**config.mk**
```make
export PLATFORM = sky130hd
export DESIGN_NAME = serial_subtractor_flat
export DESIGN_NICKNAME = d
export VERILOG_FILES = /design/src/rtl/serial_subtractor_pkg.sv /design/src/rtl/serial_subtractor_if.sv /design/src/rtl/serial_subtractor_full_subtractor.sv /design/src/rtl/serial_subtractor.sv /design/src/flat_wrapper.sv
export SDC_FILE = /design/constraint.sdc
export NUM_CORES = 1
export LEC_CHECK = 0
export CAP_MARGIN = 5
export CORE_MARGIN = 2
export CORE_UTILIZATION = 45
export CTS_CLUSTER_SIZE = 10
export DETAILED_ROUTE_END_ITERATION = 10
export PLACE_DENSITY = 0.73
export REMOVE_ABC_BUFFERS = 1
export SLEW_MARGIN = 20
export SYNTH_ARGS = -nofsm -noshare
export SYNTH_HDL_FRONTEND = slang
export SYNTH_HIERARCHICAL = 1
export SYNTH_SLANG_ARGS = --single-unit
```
**constraint.sdc**
```tcl
create_clock -name clk -period 1.4 [get_ports clk]
set_input_delay 0.21 -clock clk [delete_from_list [all_inputs] [get_ports clk]]
set_output_delay 0.21 -clock clk [all_outputs]
set_load 0.02 [all_outputs]
```
**src/rtl/serial_subtractor_pkg.sv**
```systemverilog
// Shared types for the bit-serial subtractor: FSM state encoding and
// counter sizing helper.
package serial_sub_pkg;

  typedef enum logic [1:0] {
    IDLE  = 2'd0,
    SHIFT = 2'd1,
    HOLD  = 2'd2
  } sub_state_e;

  // Bit counter width; a 1-bit operand still needs a 1-bit counter.
  function automatic int cnt_w(input int w);
    return (w > 1) ? $clog2(w) : 1;
  endfunction

endpackage

```
**src/rtl/serial_subtractor_if.sv**
```systemverilog
// Operand/result handshake bundle for serial_subtractor.
// Master drives operands and accepts results; slave is the subtractor.
interface serial_subtractor_if #(parameter int WIDTH = 8);
  logic             in_valid;
  logic             in_ready;
  logic [WIDTH-1:0] a;
  logic [WIDTH-1:0] b;
  logic             out_valid;
  logic             out_ready;
  logic [WIDTH-1:0] diff;
  logic             bout;

  modport master (output in_valid, a, b, out_ready,
                  input  in_ready, out_valid, diff, bout);
  modport slave  (input  in_valid, a, b, out_ready,
                  output in_ready, out_valid, diff, bout);
endinterface

```
**src/rtl/serial_subtractor_full_subtractor.sv**
```systemverilog
// One-bit full subtractor cell: d = a - b - bin, with borrow out.
module full_subtractor (
  input  logic a,
  input  logic b,
  input  logic bin,
  output logic d,
  output logic bout
);
  assign d    = a ^ b ^ bin;
  assign bout = (~a & b) | (~(a ^ b) & bin);
endmodule

```
**src/rtl/serial_subtractor.sv**
```systemverilog
// Bit-serial WIDTH-bit subtractor: diff = a - b, LSB first, one bit per clock,
// with valid/ready on both operand and result sides.
module serial_subtractor
  import serial_sub_pkg::*;
#(
  parameter int WIDTH = 8
) (
  input  logic                clk,
  input  logic                rst_n,
  serial_subtractor_if.slave  bus
);
  localparam int            CW   = cnt_w(WIDTH);
  localparam logic [CW-1:0] LAST = CW'(WIDTH - 1);

  sub_state_e       state_q, state_d;
  logic [WIDTH-1:0] a_sr_q, b_sr_q, res_sr_q, diff_q;
  logic [WIDTH-1:0] res_sr_d;
  logic [CW-1:0]    cnt_q;
  logic             borrow_q, bout_q;
  logic             d_bit, b_bit, last;

  full_subtractor u_fs (
    .a    (a_sr_q[0]),
    .b    (b_sr_q[0]),
    .bin  (borrow_q),
    .d    (d_bit),
    .bout (b_bit)
  );

  // New bit enters at the MSB so the final shift leaves the result aligned.
  assign res_sr_d = (res_sr_q >> 1) | (WIDTH'(d_bit) << (WIDTH - 1));
  assign last     = (cnt_q == LAST);

  always_comb begin
    state_d = state_q;
    unique case (state_q)
      IDLE:    if (bus.in_valid)  state_d = SHIFT;
      SHIFT:   if (last)          state_d = HOLD;
      HOLD:    if (bus.out_ready) state_d = IDLE;
      default:                    state_d = IDLE;
    endcase
  end

  always_ff @(posedge clk or negedge rst_n) begin
    if (!rst_n) state_q <= IDLE;
    else        state_q <= state_d;
  end

  always_ff @(posedge clk or negedge rst_n) begin
    if (!rst_n) begin
      a_sr_q   <= '0;
      b_sr_q   <= '0;
      res_sr_q <= '0;
      cnt_q    <= '0;
      borrow_q <= 1'b0;
      diff_q   <= '0;
      bout_q   <= 1'b0;
    end else begin
      unique case (state_q)
        IDLE: if (bus.in_valid) begin
          a_sr_q   <= bus.a;
          b_sr_q   <= bus.b;
          res_sr_q <= '0;
          cnt_q    <= '0;
          borrow_q <= 1'b0;
        end
        SHIFT: begin
          a_sr_q   <= a_sr_q >> 1;
          b_sr_q   <= b_sr_q >> 1;
          res_sr_q <= res_sr_d;
          borrow_q <= b_bit;
          cnt_q    <= cnt_q + CW'(1);
          if (last) begin
            diff_q <= res_sr_d;
            bout_q <= b_bit;
          end
        end
        default: ;
      endcase
    end
  end

  assign bus.in_ready  = (state_q == IDLE);
  assign bus.out_valid = (state_q == HOLD);
  assign bus.diff      = diff_q;
  assign bus.bout      = bout_q;

endmodule

```
**src/flat_wrapper.sv**
```systemverilog
// flat-port wrapper written by rule: the top's interface ports become plain ports
module serial_subtractor_flat import serial_sub_pkg::*;
#(
  parameter int WIDTH = 8
)
  (clk, rst_n, bus_in_valid, bus_a, bus_b, bus_out_ready, bus_in_ready, bus_out_valid, bus_diff, bus_bout);
  serial_subtractor_if #(.WIDTH(WIDTH)) bus_i ();
  input  logic clk;
  input  logic rst_n;
  input wire logic [$bits(bus_i.in_valid)-1:0] bus_in_valid;
  input wire logic [$bits(bus_i.a)-1:0] bus_a;
  input wire logic [$bits(bus_i.b)-1:0] bus_b;
  input wire logic [$bits(bus_i.out_ready)-1:0] bus_out_ready;
  output wire logic [$bits(bus_i.in_ready)-1:0] bus_in_ready;
  output wire logic [$bits(bus_i.out_valid)-1:0] bus_out_valid;
  output wire logic [$bits(bus_i.diff)-1:0] bus_diff;
  output wire logic [$bits(bus_i.bout)-1:0] bus_bout;
  assign bus_i.in_valid = bus_in_valid;
  assign bus_i.a = bus_a;
  assign bus_i.b = bus_b;
  assign bus_i.out_ready = bus_out_ready;
  assign bus_in_ready = bus_i.in_ready;
  assign bus_out_valid = bus_i.out_valid;
  assign bus_diff = bus_i.diff;
  assign bus_bout = bus_i.bout;
  serial_subtractor #(.WIDTH(WIDTH)) u_core (.clk(clk), .rst_n(rst_n), .bus(bus_i));
endmodule
```
==> results of run 1 <==
[critical path, delay by kind of cell (launching register included)]
family	cells	cell delay [ns]
AND/OR/NAND/NOR	1	0.16
adder cells (fa/ha/maj)	2	0.39
flip-flops	1	0.40
multiplexers	1	0.31
[final cells by class]
| class | instances | area share [%] |
|---|---|---|
| well taps | 48 | 2.74 |
| flip-flops and latches | 38 | 43.3 |
| repair buffers | 42 | 17.4 |
| clock buffers | 5 | 3.13 |
| clock inverters | 3 | 2.05 |
| multi-input cells | 86 | 30.5 |
| inverters | 5 | 0.855 |
[through the flow]
step	total power (µW)	worst slack (ns)	util (%)	area [µm²]
3_5_place_dp	3960	-0.0705	57.3	2080
6_report	4820	0.0321	60.4	2200
2_1_floorplan	3150	0.00614	-	1620
3_3_place_gp	3830	-0.0159	57.3	2080
5_1_grt	5150	0.000632	60.4	2200
4_1_cts	4810	-0.000874	60.3	2190
[worst max path at each step]
stage / from / end / slack [ns] / cells past startpoint
after floorplan: u_core/state_q[0] / u_core/bus.diff[7] / 0.006 / 3
after CTS: u_core/cnt_q[0] / u_core/bus.diff[1] / -0.0009 / 4
after global placement: bus_in_valid / u_core/b_sr_q[0] / -0.02 / 4
final: u_core/cnt_q[0] / u_core/bus.diff[1] / 0.03 / 4
after detailed placement: bus_in_valid / u_core/b_sr_q[1] / -0.07 / 4
after global routing: u_core/cnt_q[0] / u_core/state_q[0] / 0.0006 / 6
[cells by family (layout without fill, tap and decap cells)]
group / Yosys count / count (layout) / share of synthesized area (%)
flip-flops: 38 / 38 / 56.4
multiplexers: 9 / 9 / 8.02
buffers and inverters: 15 / 55 / 5.05
AO/OA/AOI/OAI: 60 / 60 / 22.4
adder cells (fa/ha/maj): 3 / 3 / 2.67
AND/OR/NAND/NOR: 13 / 14 / 5.42
[registers in the layout, indices dropped and copies added, names as in the netlist]
| signal | cells |
|---|---|
| u_core/b_sr_q | 8 |
| u_core/a_sr_q | 8 |
| u_core/borrow_q | 1 |
| u_core/res_sr_q | 7 |
| u_core/bus.bout | 1 |
| u_core/state_q | 2 |
| u_core/bus.diff | 8 |
| u_core/cnt_q | 3 |
[where the power goes]
group / internal, µW / switching (µW)
Sequential: 1590 / 364
Combinational: 988 / 972
Clock: 530 / 378
Total: 3100 / 1710
[layout by cell type (no fill, tap or decap), drive strengths merged]
master and instances:
nor2 4, inv 5, a21oi 15, bufinv 1, o21ai 5, o31ai 1
buf 12, nand2 5, clkbuf 7, clkdlybuf4s50 19, o21bai 1, clkinvlp 2
mux2 9, dlygate4sd2 9, fa 1, a22o 10, nor2b 3, o22ai 28
dfrtp 38, ha 2, nand2b 2
[per-layer routing]
metal | part of all wire [%] | global-route usage, % | vias to the layer above
met5 | 0 | 0 | -
met4 | 0.73 | 4.69 | 0
met3 | 4.0 | 4.11 | 2
met2 | 52 | 31.9 | 28
met1 | 43 | 25.8 | 637
li1 | - | - | 596
[what timing repair did]
item,in CTS,in global routing
buffers inserted,0,0
setup endpoints to repair,20,12
cloned,1,0
pin swaps,1,1
resized for setup,12,6
==> results.txt, run 1 <==
Area growth syn-to-layout -> 30.3%
GP Congestion -> 0.706
pin count of the biggest net entering global routing -> 39
worst-path cell chain -> ha_2, ha_4, nand2_2, mux2_4
layout cells sized above 1 -> 21.2%
H-tree Lvls -> 2
relative max-transition margin -> 71.5%
first-pass GRT wire length -> 6.33 mm
IO Pins -> 31
Leak -> 0.00101 µW
Max FO, Critical Path -> 5
Vert. Die Dim -> 65.2 µm
TritonRoute pass-1 iters -> 4
Die ar. -> 4250 µm²
Crit Path Class -> flip-flop to flip-flop
post-synthesis sequential area ratio -> 56.4%
slowest stage cell, crit path -> dfrtp_1
Yosys cell types -> 21
Reg-to-Reg End -> u_core/bus.diff[1]
worst reg-to-reg path cell count -> 4
Vias/cell -> 5.56
Post-route DRC -> 0
mapped cell area -> 1690 µm²
Layout fillers -> 298
CP Launch Type -> flip-flop
Final #Nets -> 201
Pwr Density -> 2190 nW/µm²
total CTS buffers -> 5
CTS sink cnt -> 38
initial antenna violation count -> 0
Post-synth EDFFs -> 0
cell with the most instances after synthesis -> dfrtp_1
Hold WC Path Type -> input port to async pin
Synth warnings -> 6
Core Area -> 3630 µm²
status -> complete, no violations
CTS Hold Buffers Added -> 0
CTS Buffer Depth -> 2
Max IR drop VDD -> 0.974 mV
total grt overflow -> 0
Final Skew -> 0.00510 ns
final non-filler cell total -> 227
#FFs+latches synth -> 38
RSZ-0062 raised after global routing -> no
top-area cell type share of the netlist area -> 56.4%
synth cell count leaders -> dfrtp_1, o22ai_1, a21oi_1
Top FF cell, synth -> dfrtp_1
area leader, netlist -> dfrtp_1
wire per inst -> 15.8 µm
placed cells -> 218
Worst EP required -> 1.57 ns
register area -> 951 µm²
Detailed Place HPWL -> 2.45 mm
FP Rows -> 22
Max Cap Viol -> 0
Avg Cell Area, Syn -> 12.2 µm²
DR vias -> 1263
critical path arrival -> 1.54 ns
Max Freq -> 731 MHz
CTS Root Cell -> clkbuf_8
final hold slack -> 0.302 ns
initial DRC count -> 66
die width -> 65.2 µm
Initial Util -> 46.4%
final hold violations -> 0
Clock Latency Late Sink -> 0.28 ns
ant diodes -> 0
clock-pin slew on the worst setup and hold paths -> 0.08 ns
multi-input logic area -> 671 µm²
top cells by area, synth -> dfrtp_1, o22ai_1, mux2_4
R2R setup slack -> 0.03 ns
Total GRT Usage -> 19.2%
post-synthesis instance total -> 138
Setup TNS -> 0 ns
origin of the critical flop-to-flop path -> u_core/cnt_q[0]
port bufs -> 30
number of global-route vias before repair -> 1336
Worst Tran Pin Value -> 0.427 ns
Crit path largest cell delay -> 0.40 ns
CTS tree -> yes
drt total wl -> 3.58 mm
CP Capture Type -> flip-flop
# setup viols final -> 0
Routed Antenna Nets -> 0
Synth async-reset ratio -> 100%
final slew viol count -> 0
Period minus WS final -> 1.37 ns
fin crit share -> 97.7%
No activity file was read; power rests on OpenSTA's default activity.
==> run 2, diff against run 1 <==
--- a/config.mk
+++ b/config.mk
@@ -10,7 +10,7 @@
 export CORE_UTILIZATION = 45
 export CTS_CLUSTER_SIZE = 10
 export DETAILED_ROUTE_END_ITERATION = 10
-export PLACE_DENSITY = 0.73
+export PLACE_DENSITY_LB_ADDON = 0.1
 export REMOVE_ABC_BUFFERS = 1
 export SLEW_MARGIN = 20
 export SYNTH_ARGS = -nofsm -noshare
==> results.txt, run 2 (synthesis results as in run 1) <==
area of placed instances -> 2080 µm² (-0.24%)
IO Pins -> 31 (unchanged)
power share of the clock group -> 15.1% (-3.7 points)
Vias/cell -> 5.41 (-2.7%)
Max Cap Viol -> 0 (unchanged)
worst reg-to-reg path cell count -> 4 (unchanged)
initial antenna violation count -> 0 (unchanged)
FP Rows -> 22 (unchanged)
Clock Latency Late Sink -> 0.29 ns (about the same)
Max FO, Critical Path -> 5 (unchanged)
GP Congestion -> 0.756 (+7.0%)
clock-pin slew on the worst setup and hold paths -> 0.07 ns (about the same)
pin count of the biggest net entering global routing -> 23 (-41%)
DR vias -> 1240 (-1.8%)
Crit path largest cell delay -> 0.39 ns (about the same)
status -> complete, no violations
PnR worst setup slack -> 0.0420 ns (+0.00999 ns)
drt total wl -> 3.35 mm (-6.4%)
first-pass GRT wire length -> 5.87 mm (-7.3%)
Crit Path Class -> flip-flop to flip-flop
CP Launch Type -> flip-flop
# setup viols final -> 0 (unchanged)
most frequent cells in the layout -> dfrtp_1, o22ai_1, clkdlybuf4s50_1
die width -> 65.2 µm (unchanged)
Worst EP required -> 1.57 ns (about the same)
design area -> 2190 µm² (-0.29%)
sequential share of power -> 42.2% (+1.7 points)
worst-path cell chain -> ha_1, ha_4, nand2_4, mux2_4
critical path arrival -> 1.53 ns (about the same)
Layout fillers -> 335 (+12%)
total grt overflow -> 0 (unchanged)
Pwr Density -> 2090 nW/µm² (-4.7%)
Post-Place Worst Slack -> -0.0303 ns (+0.0402 ns)
final slew viol count -> 0 (unchanged)
Max Freq -> 736 MHz (+0.74%)
final hold slack -> 0.386 ns (+0.0845 ns)
CTS sink cnt -> 38 (unchanged)
fin crit share -> 97.0% (-0.71 points)
P_sw -> 1640 µW (-4.1%)
initial DRC count -> 52 (-21%)
total CTS buffers -> 5 (unchanged)
Worst Tran Pin Value -> 0.410 ns (-0.0170 ns)
Post-route DRC -> 0 (unchanged)
Leak -> 0.00102 µW (+1.0%)
Internal -> 2940 µW (-5.4%)
Routed Antenna Nets -> 0 (unchanged)
number of global-route vias before repair -> 1259 (-5.8%)
Setup TNS -> 0 ns (unchanged)
Final #Nets -> 204 (+1.5%)
Vert. Die Dim -> 65.2 µm (unchanged)
placed cells -> 218 (unchanged)
H-tree Lvls -> 2 (unchanged)
relative max-transition margin -> 72.7% (+1.2 points)
Total GRT Usage -> 18.4% (-0.82 points)
wire per inst -> 14.6 µm (-7.2%)
Max IR drop VDD -> 0.790 mV (-19%)
slowest stage cell, crit path -> dfrtp_1
Period minus WS final -> 1.36 ns (-0.00999 ns)
Combinational Power Share -> 42.7% (+2.0 points)
ant diodes -> 0 (unchanged)
Detailed Place HPWL -> 2.32 mm (-5.0%)
CP Capture Type -> flip-flop
CTS tree -> yes
Sw Ratio -> 35.9% (+0.32 points)
Area growth syn-to-layout -> 29.9%
Hold WC Path Type -> input port to async pin
final hold violations -> 0 (unchanged)
CTS Root Cell -> clkbuf_8
port bufs -> 30 (unchanged)
layout cells sized above 1 -> 19.9% (-1.3 points)
CTS Buffer Depth -> 2 (unchanged)
Initial Util -> 46.4% (unchanged)
TritonRoute pass-1 iters -> 4 (unchanged)
Final Skew -> 0.00287 ns (-0.00223 ns)
commonest non-fill, non-tap cell in the layout -> dfrtp_1
final non-filler cell total -> 229 (+0.88%)
Die ar. -> 4250 µm² (unchanged)
Core Area -> 3630 µm² (unchanged)
[run 2: final timing paths]
kind	start	endpoint	slack, ns
worst min register to register	u_core/bus.diff[5]	u_core/bus.diff[5]	0.50
min in group clk	bus_out_ready	u_core/state_q[1]	0.48
max in group asynchronous	rst_n	u_core/res_sr_q[1]	0.57
worst min-delay path	rst_n	u_core/bus.bout	0.39
worst max register to register	u_core/cnt_q[0]	u_core/bus.bout	0.04
worst max-delay path	u_core/cnt_q[0]	u_core/bus.bout	0.04
[run 2: what timing repair did]
| action | in CTS | in global routing |
|---|---|---|
| setup buffers | 0 | 2 |
| gates resized for setup | 13 | 5 |
| hold buffers | 1 | 0 |
| hold endpoints to repair | 16 | 0 |
| setup endpoints to repair | 20 | 11 |
| pin swaps | 1 | 0 |
| gates cloned | 1 | 0 |
[run 2: final cells by class]
cell class                      count  area [µm²]  area share [%]
Clock buffer                        7        76.3            3.49
Inverter                            5        18.8           0.857
Multi-Input combinational cell     86         673            30.7
Sequential cell                    38         951            43.4
Tap cell                           48        60.1            2.74
Timing Repair Buffer               45         410            18.7
[run 2: worst max-delay path: cells and delay by family, from the launching register on]
| family | cells | cell delay (ns) |
|---|---|---|
| simple gates | 1 | 0.13 |
| fa+ha+maj | 2 | 0.42 |
| mux | 1 | 0.31 |
| flops | 1 | 0.39 |
[run 2: through the flow]
step	power (µW)	util [%]
after floorplan	3150	-
after global placement	3850	57.2
after detailed placement	3920	57.2
after CTS	4580	59.5
after global routing	4950	60.3
final	4580	60.3
[run 2: metal layers]
layer / GRT usage [%] / vias up / wire length [µm]
li1: - / 602 / -
met1: 23.6 / 604 / 1520
met2: 29.2 / 27 / 1620
met3: 5.65 / 7 / 154
met4: 7.03 / 0 / 62
met5: 0 / - / 0
[run 2: power groups by stage]
| stage | clock [µW] | sequential (µW) | combinational, µW |
|---|---|---|---|
| floorplan | 0 | 2020 | 1120 |
| global placement | 0 | 1920 | 1930 |
| detailed placement | 0 | 1950 | 1970 |
| CTS | 722 | 1930 | 1930 |
| global route | 770 | 2010 | 2170 |
| finish | 693 | 1930 | 1960 |
==> run 3, diff against run 2 <==
--- a/config.mk
+++ b/config.mk
@@ -10,6 +10,7 @@
 export CORE_UTILIZATION = 45
 export CTS_CLUSTER_SIZE = 10
 export DETAILED_ROUTE_END_ITERATION = 10
+export DONT_BUFFER_PORTS = 1
 export PLACE_DENSITY_LB_ADDON = 0.1
 export REMOVE_ABC_BUFFERS = 1
 export SLEW_MARGIN = 20
==> results.txt, run 3 (synthesis results as in run 1) <==
initial DRC count -> 61 (+17%)
pin count of the biggest net entering global routing -> 39 (+70%)
status -> complete, no violations
# setup viols final -> 0 (unchanged)
layout cells sized above 1 -> 24.8% (+4.9 points)
final non-filler cell total -> 197 (-14%)
slowest stage cell, crit path -> dfrtp_1
Worst EP required -> 1.57 ns (about the same)
GR peak layer -> met2
FP Rows -> 22 (unchanged)
M2 GR Usage -> 26.9% (-2.3 points)
CTS Buffer Depth -> 2 (unchanged)
Hold WC Path Type -> input port to flip-flop
number of global-route vias before repair -> 1168 (-7.2%)
total grt overflow -> 0 (unchanged)
Crit Path Class -> flip-flop to flip-flop
Layout fillers -> 347 (+3.6%)
Clock Latency Late Sink -> 0.28 ns (about the same)
placed cells -> 183 (-16%)
commonest non-fill, non-tap cell in the layout -> dfrtp_1
fin crit share -> 96.3% (-0.68 points)
TritonRoute pass-1 iters -> 6 (+2)
initial antenna violation count -> 0 (unchanged)
Final #Nets -> 171 (-16%)
CP Capture Type -> flip-flop
Max FO, Critical Path -> 5 (unchanged)
Pwr Density -> 2350 nW/µm² (+12%)
GP Congestion -> 0.696 (-8.0%)
CTS sink cnt -> 38 (unchanged)
Area growth syn-to-layout -> 15.1%
IO Pins -> 31 (unchanged)
Leak -> 0.000888 µW (-13%)
CP Launch Type -> flip-flop
Initial Util -> 46.4% (unchanged)
drt total wl -> 3.24 mm (-3.4%)
total CTS buffers -> 5 (unchanged)
Crit path largest cell delay -> 0.39 ns (about the same)
Final Skew -> 0.00837 ns (+0.00549 ns)
met3 Use GR -> 7.53% (+1.9 points)
critical path arrival -> 1.51 ns (-0.02 ns)
Routed Antenna Nets -> 0 (unchanged)
Max IR drop VDD -> 0.997 mV (+26%)
most frequent cells in the layout -> dfrtp_1, o22ai_1, a21oi_1
overall power -> 4560 µW (-0.46%)
Vert. Die Dim -> 65.2 µm (unchanged)
CTS Root Cell -> clkbuf_8
clock-pin slew on the worst setup and hold paths -> 0.08 ns (about the same)
Max Cap Viol -> 0 (unchanged)
die width -> 65.2 µm (unchanged)
ant diodes -> 0 (unchanged)
GR met1 Demand/Resource -> 23.6% (+0.080 points)
RSZ-0062 raised after global routing -> yes
CTS tree -> yes
final slew viol count -> 0 (unchanged)
port bufs -> 0 (-100%)
Max Freq -> 742 MHz (+0.71%)
relative max-transition margin -> 69.5% (-3.2 points)
worst-path cell chain -> ha_1, ha_4, nand2_4, mux2_4
Vias/cell -> 5.71 (+5.5%)
Die ar. -> 4250 µm² (unchanged)
Setup TNS -> 0 ns (unchanged)
Detailed Place HPWL -> 2.13 mm (-8.3%)
Period minus WS final -> 1.35 ns (-0.00955 ns)
Worst Tran Pin Value -> 0.457 ns (+0.0477 ns)
final hold violations -> 0 (unchanged)
first-pass GRT wire length -> 5.80 mm (-1.1%)
Post-route DRC -> 0 (unchanged)
DR vias -> 1125 (-9.3%)
H-tree Lvls -> 2 (unchanged)
Total GRT Usage -> 17.9% (-0.46 points)
wire per inst -> 16.4 µm (+12%)
Core Area -> 3630 µm² (unchanged)
[run 3: cell count changes in the layout (fill, tap and decap cells not counted), moves of 2 or more]
cell | before | now
clkbuf_1 | 2 | 0
buf_4 | 12 | 8
clkinv_2 | 0 | 2
clkdlybuf4s50_1 | 18 | 0
dlygate4sd2_1 | 9 | 0
[run 3: power breakdown]
part | leakage [µW] | internal (µW) | switching [µW]
Combinational | 0.000361 | 825 | 744
Sequential | 0.000469 | 1590 | 502
Clock | 0.0000579 | 524 | 375
Total | 0.000888 | 2940 | 1620
[run 3: layout make-up]
class                      instances  area [µm²]  area share, %
sequential                        38         952           49.1
multi-input combinational         86         679           35.0
timing repair buffer              12         120           6.19
clock buffer                       5        68.8           3.55
tap                               48        60.1           3.10
clock inverter                     3        40.0           2.06
inverter                           5        18.8          0.968
[run 3: repair_timing]
action	CTS	global route
hold buffers	3	0
resized for setup	4	3
hold endpoints to repair	39	0
pin swaps	0	0
endpoints found under the setup margin	11	16
gates cloned	1	0
buffers inserted	1	1
[run 3: worst paths after layout]
check / startpoint / end / slack, ns / cells past startpoint
worst min register to register: u_core/borrow_q / u_core/borrow_q / 0.50 / 1
worst max register to register: u_core/cnt_q[0] / u_core/bus.diff[0] / 0.05 / 4
min in group asynchronous: rst_n / u_core/bus.diff[6] / 0.39 / 2
max in group asynchronous: rst_n / u_core/state_q[1] / 0.80 / 2
worst max-delay path: u_core/cnt_q[0] / u_core/bus.diff[0] / 0.05 / 4
worst min-delay path: bus_b[7] / u_core/b_sr_q[7] / 0.08 / 2
[run 3: routing by layer]
| layer | wire length (µm) | share of wire [%] | vias up |
|---|---|---|---|
| li1 | - | - | 535 |
| met1 | 1520 | 47 | 561 |
| met2 | 1550 | 48 | 24 |
| met3 | 123 | 3.8 | 5 |
| met4 | 38 | 1.2 | 0 |
| met5 | 0 | 0 | - |
[run 3: per-stage QoR]
stage          setup WS (ns)  util, %  cell area [µm²]  hold slack, ns
3_3_place_gp          0.0145     48.0             1740         -0.0847
5_1_grt              0.00463     53.4             1940          0.0739
4_1_cts               0.0269     52.7             1910          0.0664
2_1_floorplan        0.00614        -             1620         -0.0856
3_5_place_dp         -0.0133     48.0             1740         -0.0845
6_report              0.0516     53.4             1940          0.0775
[run 3: worst max-delay path: cells and delay by family, from the launching register on]
family | cells | cell delay (ns)
muxes | 1 | 0.31
DFF | 1 | 0.39
and+or+nand+nor | 1 | 0.11
adders and majority gates | 2 | 0.42
==> RTL change 1: new RTL, config.mk and constraints of run 1 <==
`WIDTH` is set to 8 in 3 places; all go to 10.
--- a/src/rtl/serial_subtractor_if.sv
+++ b/src/rtl/serial_subtractor_if.sv
@@ -1,6 +1,6 @@
 // Operand/result handshake bundle for serial_subtractor.
 // Master drives operands and accepts results; slave is the subtractor.
-interface serial_subtractor_if #(parameter int WIDTH = 8);
+interface serial_subtractor_if #(parameter int WIDTH = 10);
   logic             in_valid;
   logic             in_ready;
   logic [WIDTH-1:0] a;
--- a/src/rtl/serial_subtractor.sv
+++ b/src/rtl/serial_subtractor.sv
@@ -3,7 +3,7 @@
 module serial_subtractor
   import serial_sub_pkg::*;
 #(
-  parameter int WIDTH = 8
+  parameter int WIDTH = 10
 ) (
   input  logic                clk,
   input  logic                rst_n,
--- a/src/flat_wrapper.sv
+++ b/src/flat_wrapper.sv
@@ -1,7 +1,7 @@
 // flat-port wrapper written by rule: the top's interface ports become plain ports
 module serial_subtractor_flat import serial_sub_pkg::*;
 #(
-  parameter int WIDTH = 8
+  parameter int WIDTH = 10
 )
   (clk, rst_n, bus_in_valid, bus_a, bus_b, bus_out_ready, bus_in_ready, bus_out_valid, bus_diff, bus_bout);
   serial_subtractor_if #(.WIDTH(WIDTH)) bus_i ();
Ports: changed (resized bus_a, bus_b and bus_diff); port bits go from 31 to 37. The function was not compared with the original's and may differ.
==> RTL change 1 against run 1 <==
The flow now finishes with violations (negative setup slack). Global-route usage barely moved. Total power rose by 15%. Worst setup slack got worse by 100 ps. Final area rose by 32%. Cell count rose by 33%. Sequential cell count rose by 9. Sequential power rose by 13%. Area after synthesis rose by 28%. Critical path depth rose by 1. First-iteration DRC count rose by 110%. Routed wire length rose by 36%. Highest routed layer unchanged.
==> RTL change 1: results (changes against run 1) <==
Area contributors post-synth - dfrtp_1 55%, nor2b_1 6.7%, a22oi_1 6.3% (was dfrtp_1 56%, o22ai_1 10%, mux2_4 8.0%)
Leak pwr - 1.34 nW (was 1.01 nW)
Post-route setup slack - -71.4 ps (was 32.1 ps)
Nets - 275 (was 201)
FF-to-FF path depth - 5 (was 4)
Failing checks - negative setup slack
Final Setup Violations - 11 (was 0)
Hold_ws - 418 ps (was 302 ps)
Clk_lat worst skew - 300 ps (was 280 ps)
Sequential fraction of the synthesis area - 54.7% (was 56.4%)
Hpwl dp - 2.98 mm (was 2.45 mm)
Max VDD drop - 889 µV (was 974 µV)
Gr usage total - 19.2% (about the same)
Commonest cells post-synth - 47 x dfrtp_1, 23 x nor2b_1, 22 x o21ai_0, 21 x a21oi_1, 18 x a22oi_1 (was 38 x dfrtp_1, 28 x o22ai_1, 15 x a21oi_1, 10 x a22o_1, 9 x mux2_4)
Largest net degree at the start of global routing - 48 (was 39)
Tightest Pin Transition - 398 ps (was 427 ps)
DR vias/cell - 5.54 (was 5.56)
Final Non-Filler Cells - 302 (was 227)
Place WS - -244 ps (was -70.5 ps)
Placed Instances - 288 (was 218)
FF-to-FF Start - u_core/state_q[1]$_DFFE_PN0P_ (was u_core/cnt_q[0]$_DFFE_PN0P_)
# port buffers - 36 (was 30)
Post-DP Area - 2650 µm² (was 2080 µm²)
Status - complete, but fails checks (was completed)
Share of layout cells above drive strength 1 - 23.0% (was 21.2%)
Worst Skew - 2.76 ps (was 5.10 ps)
==> RTL change 1: changes by cell type after synthesis, sizes merged, moves of 3 or more <==
cell	before	now
mux2	9	12
clkbuf	0	7
o21ai	5	22
nor2b	3	23
dfrtp	38	47
a21oi	15	21
a22oi	0	18
nand3	0	3
o22ai	28	0
==> RTL change 1: logic make-up after synthesis <==
| group | count (synthesis) | share of synthesized area, % |
|---|---|---|
| compound gates | 74 | 21.5 |
| flops | 47 | 54.7 |
| buf+inv | 20 | 4.88 |
| simple gates | 38 | 10.6 |
| mux | 12 | 6.28 |
| fa+ha+maj | 3 | 2.09 |
==> RTL change 1: report_power, final <==
group / switching (W) / internal, W / leakage (nW) / total, W
logic: 0.00112 / 0.00122 / 0.682 / 0.00234
clock network: 0.000449 / 0.000522 / 0.0502 / 0.000971
registers: 0.000346 / 0.00186 / 0.610 / 0.00221
total: 0.00191 / 0.00360 / 1.34 / 0.00552
==> RTL change 1: per-layer routing <==
layer / part of all wire [%] / GRT usage, % / wire (µm)
met1: 45 / 27.0 / 2170
met2: 51 / 29.1 / 2460
met3: 3.0 / 4.01 / 145
met4: 1.6 / 7.20 / 76
met5: 0 / 0 / 0
==> RTL change 1: worst min-delay path, stage by stage <==
cell and delay, ps:
dlygate4sd3_1 520, buf_2 120, buf_12 250
==> RTL change 1: area by class of cell <==
class | instances | area, µm²
repair buffers | 61 | 573
inverters | 5 | 18.8
flip-flops and latches | 47 | 1180
multi-input cells | 128 | 967
fillers | 362 | 1750
well taps | 54 | 67.6
clock buffers | 5 | 68.8
clock inverters | 2 | 37.5
==> RTL change 1: how the worst max path moves through the flow <==
stage                                              from  cells after the start                        endpoint
after floorplan           u_core/state_q[0]$_DFFE_PN0P_                      2     u_core/borrow_q$_DFFE_PN0P_
after global placement    u_core/state_q[1]$_DFFE_PN0P_                      3    u_core/b_sr_q[4]$_DFFE_PN0P_
after detailed placement  u_core/state_q[1]$_DFFE_PN0P_                      3    u_core/b_sr_q[8]$_DFFE_PN0P_
after CTS                   u_core/cnt_q[1]$_DFFE_PN0P_                      6  u_core/bus.diff[1]$_DFFE_PN0P_
after global routing      u_core/state_q[1]$_DFFE_PN0P_                      5  u_core/bus.diff[4]$_DFFE_PN0P_
final                     u_core/state_q[1]$_DFFE_PN0P_                      5  u_core/bus.diff[5]$_DFFE_PN0P_
==> RTL change 1: what timing repair did <==
action                                  4_1_cts  5_1_grt
endpoints found under the setup margin       54       46
pin swaps                                     1        3
resized for setup                            32       28
buffers inserted                              1        4
gates cloned                                  2        0
endpoints found under the hold margin        47        0
hold buffers                                  1        0
==> RTL change 2: new RTL, flow settings as in run 1 <==
Without the edit above. The 3 states of `sub_state_e` get a one-hot encoding in 3 bits.
--- a/src/rtl/serial_subtractor_pkg.sv
+++ b/src/rtl/serial_subtractor_pkg.sv
@@ -2,10 +2,10 @@
 // counter sizing helper.
 package serial_sub_pkg;
 
-  typedef enum logic [1:0] {
-    IDLE  = 2'd0,
-    SHIFT = 2'd1,
-    HOLD  = 2'd2
+  typedef enum logic [2:0] {
+    IDLE  = 3'b001,
+    SHIFT = 3'b010,
+    HOLD  = 3'b100
   } sub_state_e;
 
   // Bit counter width; a 1-bit operand still needs a 1-bit counter.
Behaviour: no difference found for any inputs over 10 cycles, from zero or initial values and one cycle with rst_n low; not proved beyond that.
==> RTL change 2 against run 1 <==
The flow now finishes with violations (negative setup slack). Final area is 32% higher. Worst setup slack got worse by 280 ps. Sequential power decreased by 12%. Global-route usage is 0.75 points higher. Routed wire length grew 41%. Area after synthesis is 17% higher. Non-clock buffer count is 20 higher. Die area increased by 16%. Total power rose by 19%. Synthesized cell count increased by 14%. Sequential cell count rose by 1. Combinational power up 67%.
==> RTL change 2: results (changes against run 1) <==
1st-iter DRT viols - 72 (was 66)
Distinct cells, synth - 30 (was 21)
Worst Skew - 3.39 ps (was 5.10 ps)
Hpwl dp - 2.95 mm (was 2.45 mm)
Share of layout cells above drive strength 1 - 38.2% (was 21.2%)
Leak pwr - 1.33 nW (was 1.01 nW)
Tightest Pin Transition - 413 ps (was 427 ps)
Met3 Use GR - 3.46% (was 4.11%)
Failing checks - negative setup slack
Status - complete, but fails checks (was completed)
Routing usage on met2 - 34.4% (was 31.9%)
Setup TNS - -2350 ps (was 0 ps)
Grt met1 use - 24.8% (was 25.8%)
Place WS - -192 ps (was -70.5 ps)
Area contributors post-synth - dfrtp_1 48%, mux2i_1 12%, mux2_2 5.1% (was dfrtp_1 56%, o22ai_1 10%, mux2_4 8.0%)
Final Setup Violations - 20 (was 0)
Commonest cells post-synth - 38 x dfrtp_1, 24 x mux2i_1, 17 x nor2_1, 11 x o2bb2ai_1, 9 x mux2_2 (was 38 x dfrtp_1, 28 x o22ai_1, 15 x a21oi_1, 10 x a22o_1, 9 x mux2_4)
Sequential fraction of the synthesis area - 49.4% (was 56.4%)
FF-to-FF Start - u_core/cnt_q[1]$_DFFE_PN0P_ (was u_core/cnt_q[0]$_DFFE_PN0P_)
Number of global-route vias before repair - 1598 (was 1336)
Nets - 239 (was 201)
Gr usage total - 20.0% (was 19.2%)
Max VDD drop - 1200 µV (was 974 µV)
Biggest cell delay along the critical path - 370 ps (was 400 ps)
Number of fill cells - 293 (was 298)
Post-route setup slack - -250 ps (was 32.1 ps)
Arrival time worst endpoint - 1830 ps (was 1540 ps)
[RTL change 2: changes by cell type after synthesis, sizes merged, moves of 4 or more]
| cell | delta |
|---|---|
| o2bb2ai | +11 |
| o22ai | -26 |
| a22o | -10 |
| nor2 | +14 |
| o221a | +14 |
| o21ai | -4 |
| a21oi | -11 |
| mux2i | +24 |
[RTL change 2: repair_timing]
| item | in CTS | in global routing |
|---|---|---|
| gates resized for setup | 24 | 40 |
| setup endpoints to repair | 45 | 29 |
| cloned | 2 | 3 |
| hold buffers | 1 | 0 |
| endpoints found under the hold margin | 14 | 0 |
| pin swaps | 2 | 22 |
| setup buffers | 4 | 8 |
[RTL change 2: final timing paths]
kind	endpoint	slack [ps]	depth (start not counted)
min in group clk	u_core/bus.diff[4]$_DFFE_PN0P_	510	1
max in group asynchronous	u_core/res_sr_q[3]$_DFFE_PN0P_	550	3
setup reg to reg	u_core/bus.bout$_DFFE_PN0P_	-250	5
hold reg to reg	u_core/bus.diff[4]$_DFFE_PN0P_	510	1
setup / recovery	u_core/bus.bout$_DFFE_PN0P_	-250	5
hold / removal	u_core/bus.diff[4]$_DFFE_PN0P_	380	2
[RTL change 2: power by group]
group / internal [W] / switching [W] / leakage, nW
registers: 0.00145 / 0.000256 / 0.491
logic: 0.00178 / 0.00149 / 0.796
clock network: 0.000350 / 0.000385 / 0.0422
total: 0.00358 / 0.00213 / 1.33
[RTL change 2: cell type report]
type,instances,share of cell area (%)
multi-input combinational,102,37.1
tap,52,2.25
sequential,39,33.7
clock buffer,7,2.63
timing repair buffer,62,23.3
inverter,6,0.778
clock inverter,1,0.173
[RTL change 2: critical path, delay by kind of cell, from the launching register on]
family                     cells  cell delay [ps]
adders and majority gates      2              350
DFF                            1              370
muxes                          1              330
and+or+nand+nor                2              500
[RTL change 2: metrics by stage]
stage / std cells / instance area, µm²
6_report: 269 / 2900
5_1_grt: 269 / 2900
4_1_cts: 259 / 2610
3_5_place_dp: 245 / 2440
3_3_place_gp: 245 / 2440
2_1_floorplan: 145 / 1880
[RTL change 2: metal layers]
metal | up-vias | wire, µm
met1 | 775 | 2230
li1 | 705 | -
met2 | 37 | 2580
met5 | - | 0
met4 | 0 | 70
met3 | 8 | 169
[RTL change 2: cell families (layout without fill, tap and decap cells)]
family          after synthesis  in the layout  share of synthesized area [%]
flops                        39             39                           49.4
compound gates               36             36                           16.5
mux                          33             33                           17.3
simple gates                 27             29                           7.97
buf+inv                      18             76                           6.19
fa+ha+maj                     3              3                           2.28
xor+xnor                      1              1                          0.443
